## config.mk

```make
export PLATFORM = sky130hd
export DESIGN_NAME = uart_cmd_tx
export DESIGN_NICKNAME = d
export VERILOG_FILES = /design/src/rtl/uart_cmd_pkg.sv /design/src/rtl/uart_cmd_tx_byte.sv /design/src/rtl/uart_cmd_tx.sv
export SDC_FILE = /design/constraint.sdc
export NUM_CORES = 1
export LEC_CHECK = 0
export BUFFER_PORTS_ARGS = -buffer_cell sky130_fd_sc_hd__buf_2
export CAP_MARGIN = 40
export CELL_PAD_IN_SITES_DETAIL_PLACEMENT = 0
export CELL_PAD_IN_SITES_GLOBAL_PLACEMENT = 2
export CORE_ASPECT_RATIO = 0.75
export CORE_MARGIN = 1
export CORE_UTILIZATION = 38
export CTS_BUF_LIST = sky130_fd_sc_hd__clkbuf_16
export DETAILED_ROUTE_END_ITERATION = 8
export GPL_ROUTABILITY_DRIVEN = 0
export GPL_TIMING_DRIVEN = 1
export PLACE_DENSITY_LB_ADDON = 0.05
export RECOVER_POWER = 25
export SYNTH_ARGS = -nofsm -noshare
export SYNTH_HDL_FRONTEND = slang
export SYNTH_SLANG_ARGS = --single-unit
```

## constraint.sdc

```tcl
create_clock -name clk -period 3.7 [get_ports clk]
set_input_delay 0.37 -clock clk [delete_from_list [all_inputs] [get_ports clk]]
set_output_delay 0.37 -clock clk [all_outputs]
set_load 0.01 [all_outputs]
```

## src/rtl/uart_cmd_pkg.sv

```systemverilog
// uart_cmd_pkg: command codes, frame sizing and state encodings shared by both ends of the config UART link.
// Frame size (and the checksum helper) depend on UART_CMD_TX_CHECKSUM_EN.
package uart_cmd_pkg;
    localparam logic [7:0] CMD_OUT_SEL       = 8'd0;
    localparam logic [7:0] CMD_WAVE_SEL      = 8'd1;
    localparam logic [7:0] CMD_FREQ_CTRL     = 8'd2;
    localparam logic [7:0] CMD_CHIRP_REVERSE = 8'd3;
    localparam logic [7:0] CMD_CHIRP_DELAY   = 8'd4;
    localparam logic [7:0] CMD_CHIRP_MIN     = 8'd5;
    localparam logic [7:0] CMD_CHIRP_MAX     = 8'd6;
    localparam logic [7:0] CMD_CHIRP_DIV     = 8'd7;
    localparam logic [7:0] CMD_CHIRP_INC     = 8'd8;
    localparam logic [7:0] CMD_PULSE_DUTY    = 8'd9;
    localparam logic [7:0] CMD_FM_CTR        = 8'd10;
    localparam logic [7:0] CMD_FM_DEV        = 8'd11;
    localparam logic [7:0] CMD_FM_DEMOD      = 8'd12;
    localparam logic [7:0] CMD_RESET_ALL     = 8'd15;
`ifdef UART_CMD_TX_CHECKSUM_EN
    localparam int FRAME_BYTES = 6;
    function automatic logic [7:0] frame_xor(input logic [7:0] cmd, input logic [31:0] value);
        return cmd ^ value[31:24] ^ value[23:16] ^ value[15:8] ^ value[7:0];
    endfunction
`else
    localparam int FRAME_BYTES = 5;
`endif
    typedef enum logic [2:0] {IDLE, START, DATA, STOP, GAP} uart_state_t;
    typedef enum logic [1:0] {FR_IDLE, FR_BYTE, FR_GAP} frame_state_t;
endpackage

```

## src/rtl/uart_cmd_tx_byte.sv

```systemverilog
// uart_tx_byte: single-byte 8N1 serializer. A start strobe loads a byte (also accepted on the done cycle,
// so bytes can follow each other with no idle time); done marks the last clk of the stop bit.
module uart_tx_byte
    import uart_cmd_pkg::*;
#(
    parameter int CLKS_PER_BIT = 104
) (
    input  logic       clk,
    input  logic       rst,
    input  logic       start,
    input  logic [7:0] data,
    output logic       tx,
    output logic       done
);
    uart_state_t state, state_n;
    logic [15:0] tmr, tmr_n;
    logic [2:0]  idx, idx_n;
    logic [7:0]  sh, sh_n;
    logic        tx_n, tick, load;

    assign tick = tmr == 16'(CLKS_PER_BIT - 1);
    assign done = state == STOP && tick;
    assign load = start && (state == IDLE || done);

    always_ff @(posedge clk or posedge rst) begin
        if (rst) begin
            state <= IDLE;
            tmr   <= '0;
            idx   <= '0;
            sh    <= '0;
            tx    <= 1'b1;
        end else begin
            state <= state_n;
            tmr   <= tmr_n;
            idx   <= idx_n;
            sh    <= sh_n;
            tx    <= tx_n;
        end
    end

    always_comb begin
        state_n = state;
        tmr_n   = (state == IDLE || tick) ? '0 : tmr + 16'd1;
        idx_n   = idx;
        sh_n    = sh;
        tx_n    = tx;
        if (load) begin
            state_n = START;
            tmr_n   = '0;
            idx_n   = '0;
            sh_n    = data;
            tx_n    = 1'b0;
        end else if (tick) begin
            case (state)
                START: begin
                    state_n = DATA;
                    tx_n    = sh[0];
                end
                DATA: begin
                    state_n = idx == 3'd7 ? STOP : DATA;
                    idx_n   = idx + 3'd1;
                    sh_n    = sh >> 1;
                    tx_n    = idx == 3'd7 ? 1'b1 : sh[1];
                end
                STOP: begin
                    state_n = IDLE;
                    tx_n    = 1'b1;
                end
                default: ;
            endcase
        end
    end
endmodule

```

## src/rtl/uart_cmd_tx.sv

```systemverilog
// uart_cmd_tx: sends one (command, 32-bit value) request as a multi-byte 8N1 frame, value MSB byte first.
// Define UART_CMD_TX_CHECKSUM_EN to append an XOR checksum byte.
module uart_cmd_tx
    import uart_cmd_pkg::*;
#(
    parameter int CLKS_PER_BIT = 104,
    parameter int GAP_BITS     = 1
) (
    input  logic        clk,
    input  logic        rst,
    input  logic        req_valid,
    output logic        req_ready,
    input  logic [7:0]  req_cmd,
    input  logic [31:0] req_value,
    output logic        TX,
    output logic        busy
);
    localparam int FW       = FRAME_BYTES * 8;
    localparam int GAP_CLKS = GAP_BITS * CLKS_PER_BIT;

    frame_state_t  fstate, fstate_n;
    logic [FW-1:0] frame, frame_n;
    logic [2:0]    byte_idx, byte_idx_n;
    logic [31:0]   gap_tmr, gap_tmr_n;
    logic          accept, byte_start, byte_done, last, gap_done;
    logic [7:0]    byte_data;

    always_ff @(posedge clk or posedge rst) begin
        if (rst) begin
            fstate   <= FR_IDLE;
            frame    <= '0;
            byte_idx <= '0;
            gap_tmr  <= '0;
        end else begin
            fstate   <= fstate_n;
            frame    <= frame_n;
            byte_idx <= byte_idx_n;
            gap_tmr  <= gap_tmr_n;
        end
    end

    // The frame register rotates so its top byte is always the byte being launched.
    always_comb begin
        req_ready  = fstate == FR_IDLE;
        busy       = !req_ready;
        accept     = req_valid && req_ready;
        last       = byte_idx == 3'(FRAME_BYTES - 1);
        gap_done   = fstate == FR_GAP && gap_tmr == 32'(GAP_CLKS - 1);
        byte_start = accept || gap_done || (byte_done && !last && GAP_BITS == 0);
        fstate_n   = fstate;
        frame_n    = frame;
        byte_idx_n = byte_idx;
        gap_tmr_n  = fstate == FR_GAP ? gap_tmr + 32'd1 : '0;
        if (accept) begin
            fstate_n = FR_BYTE;
`ifdef UART_CMD_TX_CHECKSUM_EN
            frame_n  = {req_cmd, req_value, frame_xor(req_cmd, req_value)};
`else
            frame_n  = {req_cmd, req_value};
`endif
        end else if (byte_start) begin
            fstate_n   = FR_BYTE;
            frame_n    = {frame[FW-9:0], frame[FW-1 -: 8]};
            byte_idx_n = byte_idx + 3'd1;
        end else if (byte_done) begin
            fstate_n   = last ? FR_IDLE : FR_GAP;
            byte_idx_n = last ? '0 : byte_idx;
        end
        byte_data = frame_n[FW-1 -: 8];
    end

    uart_tx_byte #(
        .CLKS_PER_BIT(CLKS_PER_BIT)
    ) u_byte (
        .clk  (clk),
        .rst  (rst),
        .start(byte_start),
        .data (byte_data),
        .tx   (TX),
        .done (byte_done)
    );
endmodule

```

# ---- Word level (Yosys, flattened, before mapping)
# Cells that the tools add are included.
dict set report totals {
  mem_count 0
  latch_bits 0
  rom_bits 0
  ram_bits 0
  regBits 108
  inputBits 43
  out_inout_bits 3
}
dict set report classes {
  div_mod_pow 0
  add_sub_neg 4
  n_lt_le_gt_ge 0
  eq_ne 8
  reduce_logical 20
  shifts 0
  bitwise_logic 1
  n_mul 0
  mux 26
}
# cell n
set op_table {}
lappend op_table {{$mux 40} 2}
lappend op_table {{$add 32x1->32 const B} 1}
lappend op_table {{$eq 32x7->1 const B} 1}
lappend op_table {{$mux 16} 2}
lappend op_table {{$mux 32} 1}
lappend op_table {{$mux 3} 8}
lappend op_table {{$mux 8} 3}
lappend op_table {{$add 16x1->16 const B} 1}
lappend op_table {{$eq 16x7->1 const B} 1}
lappend op_table {{$reduce_bool 2->1} 5}
lappend op_table {{$pmux 3 s3} 1}
lappend op_table {{$mux 2} 4}
lappend op_table {{$add 3x1->3 const B} 2}
lappend op_table {{$eq 3x2->1 const B} 2}
lappend op_table {{$eq 3x3->1 const B} 2}
lappend op_table {{$logic_and 1x1->1} 4}
lappend op_table {{$mux 1} 4}
lappend op_table {{$reduce_and 2->1} 2}
lappend op_table {{$reduce_bool 4->1} 1}
lappend op_table {{$eq 3x1->1 const B} 1}
lappend op_table {{$logic_not 3->1} 1}
lappend op_table {{$logic_or 1x1->1} 3}
lappend op_table {{$pmux 1 s3} 1}
lappend op_table {{$reduce_and 3->1} 1}
lappend op_table {{other kinds (5)} 5}

# ---- Depth between registers and ports, before layout
dict set report depth {
  ltp_word 6
  depth_mapped 8
  depth_no_buf 7
}

# ---- By module
# From an unflattened synthesis, not the netlist that was laid out.
dict set report hier_totals {
  hier_cells 616
  hier_area_um2 5864.4
}
# module area_each_um2 n_inst seq_area_each_um2 cells_each
set modules_own_cells {}
lappend modules_own_cells {uart_cmd_tx 4235.3 1 1926.8 463}
lappend modules_own_cells {uart_tx_byte 1629.1 1 752.0 153}

# ---- Worst setup path before layout
# OpenSTA, ideal clock, no wires.
dict set report synth_path {
  kind {reg-to-reg}
  startpoint {reg u_byte.tmr[7]}
  endpoint {reg byte_idx[2]}
  path_stages_with_launch 7
  period_less_slack_ns 2.012
  required_time_ns 3.579
  n_path_buf 1
  setup_slack_ns 1.688
  setup_time_ns 0.121
  t_arrival_ns 1.891
  path_cell_list {dfrtp_1 > or4_4 > nor4_4 > buf_6 > and3_1 > o21ai_1 > a22o_1}
}
dict set report synth_via {
  elab_chain_len 4
}
# element line_no
set synth_rtl {}
lappend synth_rtl {{from (decl)} uart_cmd_tx_byte.sv:16} ;# logic [15:0] tmr, tmr_n;
lappend synth_rtl {{from (signal assigned)} uart_cmd_tx_byte.sv:34} ;# tmr <= tmr_n;
lappend synth_rtl {{$eq 16x7->1} uart_cmd_tx_byte.sv:21} ;# assign tick = tmr == 16'(CLKS_PER_BIT - 1);
lappend synth_rtl {{$logic_and 1x1->1} uart_cmd_tx_byte.sv:22} ;# assign done = state == STOP && tick;
lappend synth_rtl {{$reduce_bool 2->1 (no line)} --}
lappend synth_rtl {{$reduce_and 3->1 (no line)} --}
lappend synth_rtl {{to (signal assigned)} uart_cmd_tx.sv:37} ;# byte_idx <= byte_idx_n;
lappend synth_rtl {{to (decl)} uart_cmd_tx.sv:23} ;# logic [2:0] byte_idx, byte_idx_n;
# No other way between the ends.
# A chain may end at the register's enable or synchronous reset.

# ---- Worst setup path in the final report
dict set report layout_path {
  startpoint {reg gap_tmr[0]}
  endpoint {reg byte_idx[0]}
}
dict set report layout_via {
  elab_chain_len 5
  elab_cells_between_ends 7
  cone_classes {eq/ne (1); mux (1); reduce/logical (5)}
}
# element line_no
set layout_rtl {}
lappend layout_rtl {{from (decl)} uart_cmd_tx.sv:24} ;# logic [31:0] gap_tmr, gap_tmr_n;
lappend layout_rtl {{from (signal assigned)} uart_cmd_tx.sv:38} ;# gap_tmr <= gap_tmr_n;
lappend layout_rtl {{$eq 32x7->1 *} uart_cmd_tx.sv:48} ;# gap_done = fstate == FR_GAP && gap_tmr == 32'(GAP_CLKS - 1);
lappend layout_rtl {{$logic_and 1x1->1 *} uart_cmd_tx.sv:48}
lappend layout_rtl {{$logic_or 1x1->1 *} uart_cmd_tx.sv:49} ;# byte_start = accept || gap_done || (byte_done && !last && GAP_BITS == 0);
lappend layout_rtl {{$reduce_bool 2->1 (no line)} --}
lappend layout_rtl {{$reduce_and 3->1 (no line)} --}
# Every way passes the cells marked *; elsewhere a longest branch is shown, timed or not.

==> impl_metrics.json <==
{
  "place_hpwl_mm": 8.35,
  "portBuffers": 45,
  "fp-row-count": 37,
  "avgSynthCellArea_sq_um": 9.78,
  "grt_pass1_vias": 3869,
  "path_max_fanout": 51,
  "ir_worst_vdd_mv": 0.216,
  "hold_ws_ns": 0.229,
  "post_cts_buffers": 0,
  "diodes": 0,
  "routedWlPerCell_um": 16.1,
  "met1_usage_pct": 29.7,
  "clk_pin_slew_ns": 0.07,
  "period_minus_slack_ns": 2.61,
  "gr-usage-met2_pct": 23.9,
  "core-area_sq_um": 13700,
  "detail-route-antenna-nets": 0,
  "grtUsageTotal_pct": 18.4,
  "arrival_ns": 2.85,
  "vias": 3915,
  "layout.nets": 632,
  "worstHoldPathType": "primary input to flip-flop",
  "drc_errors": 0,
  "cp-end-kind": "flip-flop",
  "path_cells": "ha_1, nor4bb_1, nand4_1, nor3_4, buf_4, o21ai_1, mux2_2",
  "antenna_found_initial": 0,
  "slowest_stage": "buf_4",
  "initial_utilization_pct": 39.0,
  "syn-num-nets": 599,
  "busiest_layer": "met1",
  "use_met3_pct": 4.49,
  "seqCellArea_sq_um": 2680,
  "drtIter0Drc": 227,
  "crit_type": "flip-flop to flip-flop",
  "area_growth_pct": 11.7,
  "cts_buffer_depth": 2,
  "fin_skew_ns": 0.00637,
  "final_common_cell": "dfrtp_1",
  "ys_ff_latch": 107,
  "cts_sinks": 107,
  "cts_tree": "built",
  "async_flop_share_pct": 100,
  "grt_setup_unrepaired": "false",
  "viasPerCell": 5.15,
  "critical-path-max-stage-delay_ns": 0.53,
  "fmax_mhz": 383,
  "power.density_nw_per_um2": 365,
  "status": "complete, but fails checks",
  "slew_violations": 62,
  "netlist_area_sq_um": 5350,
  "place_ws_ns": 1.11,
  "grt_overflow": 0,
  "h-tree-depth": 3,
  "finalCritPeriodShare_pct": 70.6,
  "tns_ns": 0,
  "setup_viol": 0,
  "synthCells": 547,
  "finalHoldViolations": 0,
  "fill_cells": 1382,
  "firstDrtPassIters": 6,
  "layout_common_cells": "dfrtp_1, nand2_1, nor2_1, buf_2, mux2i_1",
  "slew_headroom_pct": -4.53,
  "power.leakage_nw": 2.57,
  "clk_latency_ns": 0.35,
  "final_util_pct": 43.6,
  "design_area_sq_um": 5970,
  "layout-drive-gt1-share_pct": 14.4,
  "synth.distinct_cells": 54,
  "layout_setup_ws_ns": 1.09,
  "start_kind": "flip-flop",
  "cts_made_buffers": 9,
  "reg2reg_slack_ns": 1.09,
  "routed_wl_mm": 12.2,
  "synthFlopType": "dfrtp_1",
  "maxCapViolCount": 1,
  "violations": "max-capacitance violations, max-slew violations",
  "grt_max_degree": 62,
  "die_y_um": 105,
  "dpl_cell_area_sq_um": 5690,
  "synth-edff-count": 0,
  "worst_ep_required_time_ns": 3.94,
  "seq_area_frac_synth_pct": 50.1,
  "tightest_slew_ns": 1.57,
  "ctsRootBufferMaster": "clkbuf_16",
  "synth_warnings": 0,
  "dieArea_sq_um": 14600,
  "grt_first_pass_wirelength_mm": 20.9,
  "die_x_um": 139,
  "ioPinCount": 46,
  "multiInputGateArea_sq_um": 2430
}
==> cells in the mapped netlist, drive strengths merged (2+ instances only) <==
cell | instances | area, sq um
buf | 12 | 93.8
nor3 | 9 | 56.3
nor4b | 2 | 17.5
or4 | 5 | 48.8
nand4 | 9 | 62.6
and3 | 8 | 50.1
or3 | 5 | 31.3
nor4 | 21 | 153
a21boi | 6 | 45.0
nand2b | 2 | 12.5
mux2 | 2 | 22.5
and4 | 6 | 52.6
xnor2 | 24 | 210
and2 | 3 | 21.3
a22oi | 25 | 188
nor2 | 53 | 206
nand3 | 20 | 100
a21oi | 12 | 63.8
xor2 | 15 | 131
dfrtp | 106 | 2650
o21ai | 21 | 105
clkbuf | 19 | 81.3
o22ai | 3 | 18.8
ha | 9 | 113
inv | 17 | 63.8
a21o | 2 | 15.0
a22o | 2 | 17.5
nand2 | 91 | 342
mux2i | 27 | 270
==> path summary, 6_finish.rpt <==
| check | end | depth (start not counted) | start |
|---|---|---|---|
| max in group asynchronous | u_byte.sh[6] | 5 | rst |
| hold reg to reg | u_byte.tmr[0] | 1 | u_byte.tmr[0] |
| setup / recovery | byte_idx[0] | 7 | gap_tmr[0] |
| setup reg to reg | byte_idx[0] | 7 | gap_tmr[0] |
| min in group asynchronous | u_byte.tmr[0] | 3 | rst |
| hold / removal | frame[24] | 3 | req_value[24] |
==> metrics by stage <==
stage,total power (W),cells
after floorplan,0.00121,547
after global placement,0.00124,742
after detailed placement,0.00125,743
after CTS,0.00224,760
after global routing,0.00228,760
final,0.00218,760
==> cells by family after synthesis <==
logic type / count (synthesis) / share of synthesized area [%]
and+or+nand+nor: 239 / 22.3
DFF: 107 / 50.1
AOI/OAI and AO/OA: 76 / 9.22
buffers and inverters: 48 / 4.47
xor gates and xnor gates: 39 / 6.39
muxes: 29 / 5.47
adders and majority gates: 9 / 2.11
==> state kept, by name, summed over array words and instances, names as in the netlist <==
signal        cells
frame            40
u_byte.tmr       16
u_byte.state      2
byte_idx          3
u_byte.idx        3
fstate            2
u_byte.sh         8
u_byte.tx         1
gap_tmr          32
==> worst max-delay path: cells and delay by family, from the launching register on <==
family,cells,cell delay [ns]
and+or+nand+nor,3,0.82
buffers and inverters,1,0.53
DFF,1,0.41
muxes,1,0.29
adders and majority gates,1,0.27
AOI/OAI and AO/OA,1,0.18
==> layer usage <==
layer  part of all wire [%]  routed length, um
met3                    4.1                499
met4                   0.97                119
met1                     57               6940
met2                     38               4650
met5                      0                  0
==> where the power goes <==
part / internal, W / leakage, nW / switching, W / total (W)
Clock: 0.000524 / 0.149 / 0.000439 / 0.000963
Combinational: 0.0000184 / 1.04 / 0.0000322 / 0.0000506
Sequential: 0.00117 / 1.38 / 0 / 0.00117
==> what timing repair did <==
item                                   in CTS  in global routing
hold buffers                                1                  0
endpoints found under the hold margin      14                  0
gates resized for setup                     0                  0
==> area by class of cell <==
| type | instances | area share, % |
|---|---|---|
| clock inverter | 7 | 1.13 |
| multi-input combinational | 392 | 40.7 |
| inverter | 17 | 1.09 |
| timing repair buffer | 53 | 4.78 |
| clock buffer | 9 | 3.77 |
| sequential | 107 | 44.8 |
| tap | 175 | 3.67 |
Note: power is estimated with default switching activity, not from simulation.
